===== src/rtl/root_job_dispatcher.sv =====
// root_job_dispatcher
// -------------------
// Front-end stage for the fixed-point root core. Root jobs (radicand,
// degree, tag) arrive on a valid/ready stream and are queued in a small
// FIFO. Jobs are issued one at a time. The core operands are held steady
// for the whole computation. The 10.10 result is returned with its tag on
// a backpressured result port.
//
// A degree of 0 is answered locally with 1.0 and never reaches the core.
// A watchdog turns a core that never answers into an error result.
//
// Ports
//   clk, rst_n          clock, synchronous active-low reset (shared with core)
//   req_valid/ready     job stream handshake
//   req_radicand/exp/tag job fields
//   root_in_valid       one-cycle start pulse to the core
//   root_in_data_1/2    radicand / degree to the core (0 while idle)
//   root_out_valid/data core result pulse and 10.10 value
//   res_valid/ready     result stream handshake
//   res_data/tag/err    result value, job tag, timeout flag
//   busy                job in flight or jobs queued
//   fifo_count          number of queued jobs
module root_job_dispatcher #(
  parameter int DEPTH   = 4,
  parameter int CNT_W   = 3,
  parameter int TAG_W   = 4,
  parameter int TIMEOUT = 512
) (
  input  logic             clk,
  input  logic             rst_n,
  input  logic             req_valid,
  output logic             req_ready,
  input  logic [9:0]       req_radicand,
  input  logic [2:0]       req_exp,
  input  logic [TAG_W-1:0] req_tag,
  output logic             root_in_valid,
  output logic [9:0]       root_in_data_1,
  output logic [2:0]       root_in_data_2,
  input  logic             root_out_valid,
  input  logic [19:0]      root_out_data,
  output logic             res_valid,
  input  logic             res_ready,
  output logic [19:0]      res_data,
  output logic [TAG_W-1:0] res_tag,
  output logic             res_err,
  output logic             busy,
  output logic [CNT_W-1:0] fifo_count
);

  localparam int PTR_W = (DEPTH > 1) ? $clog2(DEPTH) : 1;
  localparam int TMR_W = (TIMEOUT > 2) ? $clog2(TIMEOUT) : 1;
  localparam int ENT_W = 10 + 3 + TAG_W;
  localparam logic [CNT_W-1:0] DEPTH_C   = CNT_W'(DEPTH);
  localparam logic [TMR_W-1:0] TMR_LAST  = TMR_W'(TIMEOUT - 1);
  localparam logic [19:0]      ONE_FIXED = 20'h00400;  // 1.0 in 10.10

  typedef enum logic [1:0] {S_IDLE, S_ISSUE, S_WAIT} state_t;

  // ---------------- job FIFO ----------------
  logic [ENT_W-1:0] fifo_mem [DEPTH];
  logic [PTR_W-1:0] wr_ptr_reg, rd_ptr_reg;
  logic [CNT_W-1:0] count_reg, count_next;
  logic             ready_reg;

  logic [ENT_W-1:0] head;
  logic [9:0]       head_rad;
  logic [2:0]       head_exp;
  logic [TAG_W-1:0] head_tag;

  logic push, pop;

  // ---------------- control / result registers ----------------
  state_t           state_reg;
  logic [9:0]       job_rad_reg;
  logic [2:0]       job_exp_reg;
  logic [TAG_W-1:0] job_tag_reg;
  logic [TMR_W-1:0] timer_reg;
  logic             in_valid_reg;
  logic             res_valid_reg;
  logic [19:0]      res_data_reg;
  logic [TAG_W-1:0] res_tag_reg;
  logic             res_err_reg;

  assign head     = fifo_mem[rd_ptr_reg];
  assign head_rad = head[ENT_W-1 -: 10];
  assign head_exp = head[TAG_W +: 3];
  assign head_tag = head[TAG_W-1:0];

  assign push = req_valid && ready_reg;
  // A new job is taken only when idle, something is queued (registered
  // count, so a same-cycle push is not visible yet) and no result is pending.
  assign pop  = (state_reg == S_IDLE) && (count_reg != '0) && !res_valid_reg;

  assign count_next = count_reg + CNT_W'(push) - CNT_W'(pop);

  always_ff @(posedge clk) begin
    if (rst_n && push) begin
      fifo_mem[wr_ptr_reg] <= {req_radicand, req_exp, req_tag};
    end
  end

  // req_ready is registered from the next count. It therefore equals
  // (fifo_count < DEPTH) once running, and it reads 0 while in reset. A pop
  // from a full FIFO only reopens the input on the following cycle.
  always_ff @(posedge clk) begin
    if (!rst_n) begin
      wr_ptr_reg <= '0;
      rd_ptr_reg <= '0;
      count_reg  <= '0;
      ready_reg  <= 1'b0;
    end else begin
      if (push) wr_ptr_reg <= wr_ptr_reg + PTR_W'(1);
      if (pop)  rd_ptr_reg <= rd_ptr_reg + PTR_W'(1);
      count_reg <= count_next;
      ready_reg <= (count_next < DEPTH_C);
    end
  end

  // ---------------- dispatcher FSM ----------------
  always_ff @(posedge clk) begin
    if (!rst_n) begin
      state_reg     <= S_IDLE;
      job_rad_reg   <= '0;
      job_exp_reg   <= '0;
      job_tag_reg   <= '0;
      timer_reg     <= '0;
      in_valid_reg  <= 1'b0;
      res_valid_reg <= 1'b0;
      res_data_reg  <= '0;
      res_tag_reg   <= '0;
      res_err_reg   <= 1'b0;
    end else begin
      in_valid_reg <= 1'b0;
      if (res_valid_reg && res_ready) res_valid_reg <= 1'b0;

      case (state_reg)
        S_IDLE: begin
          if (pop) begin
            if (head_exp == 3'd0) begin
              // Degree 0: answer 1.0 directly, core untouched.
              res_valid_reg <= 1'b1;
              res_data_reg  <= ONE_FIXED;
              res_tag_reg   <= head_tag;
              res_err_reg   <= 1'b0;
            end else begin
              job_rad_reg  <= head_rad;
              job_exp_reg  <= head_exp;
              job_tag_reg  <= head_tag;
              in_valid_reg <= 1'b1;  // high for the single ISSUE cycle
              state_reg    <= S_ISSUE;
            end
          end
        end

        S_ISSUE: begin
          timer_reg <= '0;
          state_reg <= S_WAIT;
        end

        S_WAIT: begin
          timer_reg <= timer_reg + TMR_W'(1);
          // A real result wins over a coincident timeout.
          if (root_out_valid) begin
            res_valid_reg <= 1'b1;
            res_data_reg  <= root_out_data;
            res_tag_reg   <= job_tag_reg;
            res_err_reg   <= 1'b0;
            job_rad_reg   <= '0;
            job_exp_reg   <= '0;
            state_reg     <= S_IDLE;
          end else if (timer_reg == TMR_LAST) begin
            res_valid_reg <= 1'b1;
            res_data_reg  <= '0;
            res_tag_reg   <= job_tag_reg;
            res_err_reg   <= 1'b1;
            job_rad_reg   <= '0;
            job_exp_reg   <= '0;
            state_reg     <= S_IDLE;
          end
        end

        default: state_reg <= S_IDLE;
      endcase
    end
  end

  assign req_ready      = ready_reg;
  assign root_in_valid  = in_valid_reg;
  // Job registers are cleared on the way back to IDLE, so the operands read
  // 0 when idle and stay frozen from ISSUE through WAIT.
  assign root_in_data_1 = job_rad_reg;
  assign root_in_data_2 = job_exp_reg;
  assign res_valid      = res_valid_reg;
  assign res_data       = res_data_reg;
  assign res_tag        = res_tag_reg;
  assign res_err        = res_err_reg;
  assign busy           = (state_reg != S_IDLE) || (count_reg != '0);
  assign fifo_count     = count_reg;

endmodule


===== config.mk =====
export PLATFORM = sky130hd
export DESIGN_NAME = root_job_dispatcher
export DESIGN_NICKNAME = d
export VERILOG_FILES = /design/src/rtl/root_job_dispatcher.sv
export SDC_FILE = /design/constraint.sdc
export NUM_CORES = 1
export LEC_CHECK = 0
export ABC_AREA = 1
export BUFFER_PORTS_ARGS = -buffer_cell sky130_fd_sc_hd__buf_2
export CORE_ASPECT_RATIO = 0.6
export CORE_MARGIN = 2
export CORE_UTILIZATION = 45
export CTS_CLUSTER_SIZE = 12
export DETAILED_ROUTE_END_ITERATION = 10
export GPL_ROUTABILITY_DRIVEN = 0
export PLACE_DENSITY = 0.66
export SYNTH_ARGS = -nofsm -noshare
export SYNTH_HDL_FRONTEND = slang
export SYNTH_SLANG_ARGS = --single-unit

===== constraint.sdc =====
create_clock -name clk -period 5.2 [get_ports clk]
set_input_delay 0.26 -clock clk [delete_from_list [all_inputs] [get_ports clk]]
set_output_delay 0.26 -clock clk [all_outputs]
set_load 0.005 [all_outputs]

==> run metrics <==
biggest area consumer among synthesized cells edfxtp_1; Final Max Tran Viols 0; Final setup viols 0; clock tree buffer depth 2; Clk Tree Root Cell clkbuf_16; Slowest Stage Delay on Critical Path 400 ps; Worst-path clk slew 60 ps; DRT antenna net count 0; Nets just over 700; vias roughly 4,000; CP Class flop to flop; routed wire length 11.87 mm; n_diodes 0; Largest register FFs between 60 and 70; setup TNS 0 ps; die area around 0.013 mm^2; pre-CTS WS between 2000 and 3000 ps; crit path cell chain ha_1 -> nand2_1 -> nor3_1 -> nand2_1 -> nor2_1 -> ha_1 -> nor2_2 -> a21oi_4 -> nand3_4 -> a21oi_1 -> nor2_1; Setup crit end kind flop; worst rel slew slack roughly 29%; Yosys warnings 0; antenna violations before repair 0; Worst EP arrival 2760 ps; sequential area share after synthesis between 60% and 70%; top-area cell type share of the netlist area between 30% and 40%; mux cell area share after synthesis 0%; FP Rows 31; max-cap viol count 0; synthesized area ~0.0055 mm^2; hold_buf cts 0; Synth Net Count 634; first-pass GRT wire length 18.86 mm; routing usage on met2 between 20% and 30%; Min-Delay Path Class primary input to flop; I/O Buffers 86; wire per inst ~14 um; Post-Synth Adder-Cell Area 2.880%; status finished, final reports clean; CTS tree done; Post-Synth XOR/XNOR Area less than 1%; Mapped Avg Cell Area ~9.4 um^2; Clock Skews between 10 and 15 ps; met1 Use GR between 20% and 30%; period utilization a little under half; crit path launch type flop; Final Critical Period approximately 2500 ps; Setup Buffers After CTS 0; #FFs+latches synth between 100 and 150; Reg2Reg Setup Slack 2740 ps; final hold slack between 60 and 70 ps; most frequent cells in the layout nand2_1, buf_2, edfxtp_1; gr busiest metal met2; Pre-Repair DR Iteration Count 4; Simple-Gate Fraction of Synth Area 18.58%; Congestion Overflow GR 0; Die Wd about 150 um; Worst Tran Pin Value 1064 ps; vias in the first global route between 3,000 and 4,000; clock sinks between 100 and 150; post-route cell area around 0.0066 mm^2; Crit path required time around 5500 ps; highest clock rate 406.0 MHz; Total GRT Usage 18.71%; Worst Path Max Fanout 43; CTS Buf Count 17; Worst-Skew Late Latency 410 ps; leading post-synthesis cells by cell area edfxtp_1, dfxtp_1, nand2_1, a21oi_1, inv_1; Setup WS post-layout approximately 2700 ps; Worst Path Buf+Inv 0; most common cell after layout, fill and taps aside nand2_1; post-cts resize count 0; largest net degree at the start of global routing 44; GR Layer Usage met3 5.867%; DRT iter0 DRCs 293; Initial Utilization ~46%; post-synthesis compound-gate area fraction 10.01%; total core area approximately 0.012 mm^2; PnR Total Power approximately 3.7 mW; DRC Markers 0; area post-placement about 0.006 mm^2; CP top delay family simple AND/OR/NAND/NOR gates; vias per inst approximately 4.8; Worst VDD drop ~230 uV; Fin. Hold Viols 0; PwrDens between 500 and 600 mW/mm^2; Syn Inst Count 580; Area Overhead vs Synth 20.07%; Die H ~89 um; layout cells sized above 1 about a fifth; Static Leak 2.808 nW; synth unique cells 30; Top Ports 87; CTS H-Tree Depth 4; DP Wirelength slightly below 8 mm; largest family of logic cells by synthesized area simple AND/OR/NAND/NOR gates; RSZ-0062 raised after global routing no; Critical-path top delay cell nand3_4
==> through the flow <==
| step | utilization (%) | std cells |
|---|---|---|
| 2_1_floorplan | - | 580 |
| 3_3_place_gp | 50.04 | 807 |
| 3_5_place_dp | 50.04 | 807 |
| 4_1_cts | 55.02 | 839 |
| 5_1_grt | 55.02 | 839 |
| 6_report | 55.02 | 839 |
==> final cells by class <==
type,instances,area [um^2]
fillers,1044,5374
flip-flops and latches,133,3343
multi-input cells,359,1750
clock buffers,22,464.2
repair buffers,88,445.4
inverters,62,232.7
well taps,165,206.4
clock inverters,10,130.1
==> cells in the mapped netlist, drive strengths merged <==
| cell | instances |
|---|---|
| a21oi | 56 |
| buf | 15 |
| clkbuf | 11 |
| clkinv | 1 |
| dfxtp | 65 |
| edfxtp | 68 |
| fa | 1 |
| ha | 11 |
| inv | 61 |
| nand2 | 142 |
| nand3 | 21 |
| nand3b | 2 |
| nand4 | 8 |
| nor2 | 59 |
| nor3 | 7 |
| o21ai | 38 |
| o22ai | 10 |
| or2 | 2 |
| xor2 | 2 |
==> cell families after synthesis <==
family,after synthesis
compound gates,104
xor+xnor,2
fa+ha+maj,12
buf+inv,88
flops,133
simple gates,241
==> routing by layer <==
metal | up-vias | wire length [um]
met1 | 1860 | 5740
met3 | 4 | 713
met4 | 0 | 38
met2 | 96 | 5378
li1 | 2072 | -
met5 | - | 0
==> worst paths after layout <==
kind,from,end,depth (start not counted)
setup / recovery,timer_reg[1],res_data[7],11
hold reg to reg,root_in_data_2[2],root_in_data_2[2],2
hold / removal,req_radicand[2],fifo_mem[3][9],1
setup reg to reg,timer_reg[1],res_data[7],11
==> worst register-to-register path: cells and delay by family (launching register included) <==
family	cells	cell delay (ps)
simple gates	7	1070
compound gates	2	560
flops	1	360
fa+ha+maj	2	370
==> report_power, final <==
group          internal (mW)  total [mW]  switching, mW
sequential              1.25        1.33         0.0782
clock                  0.775        1.19          0.419
combinational          0.379        1.15          0.766
Power figures use the tool's default switching activity.
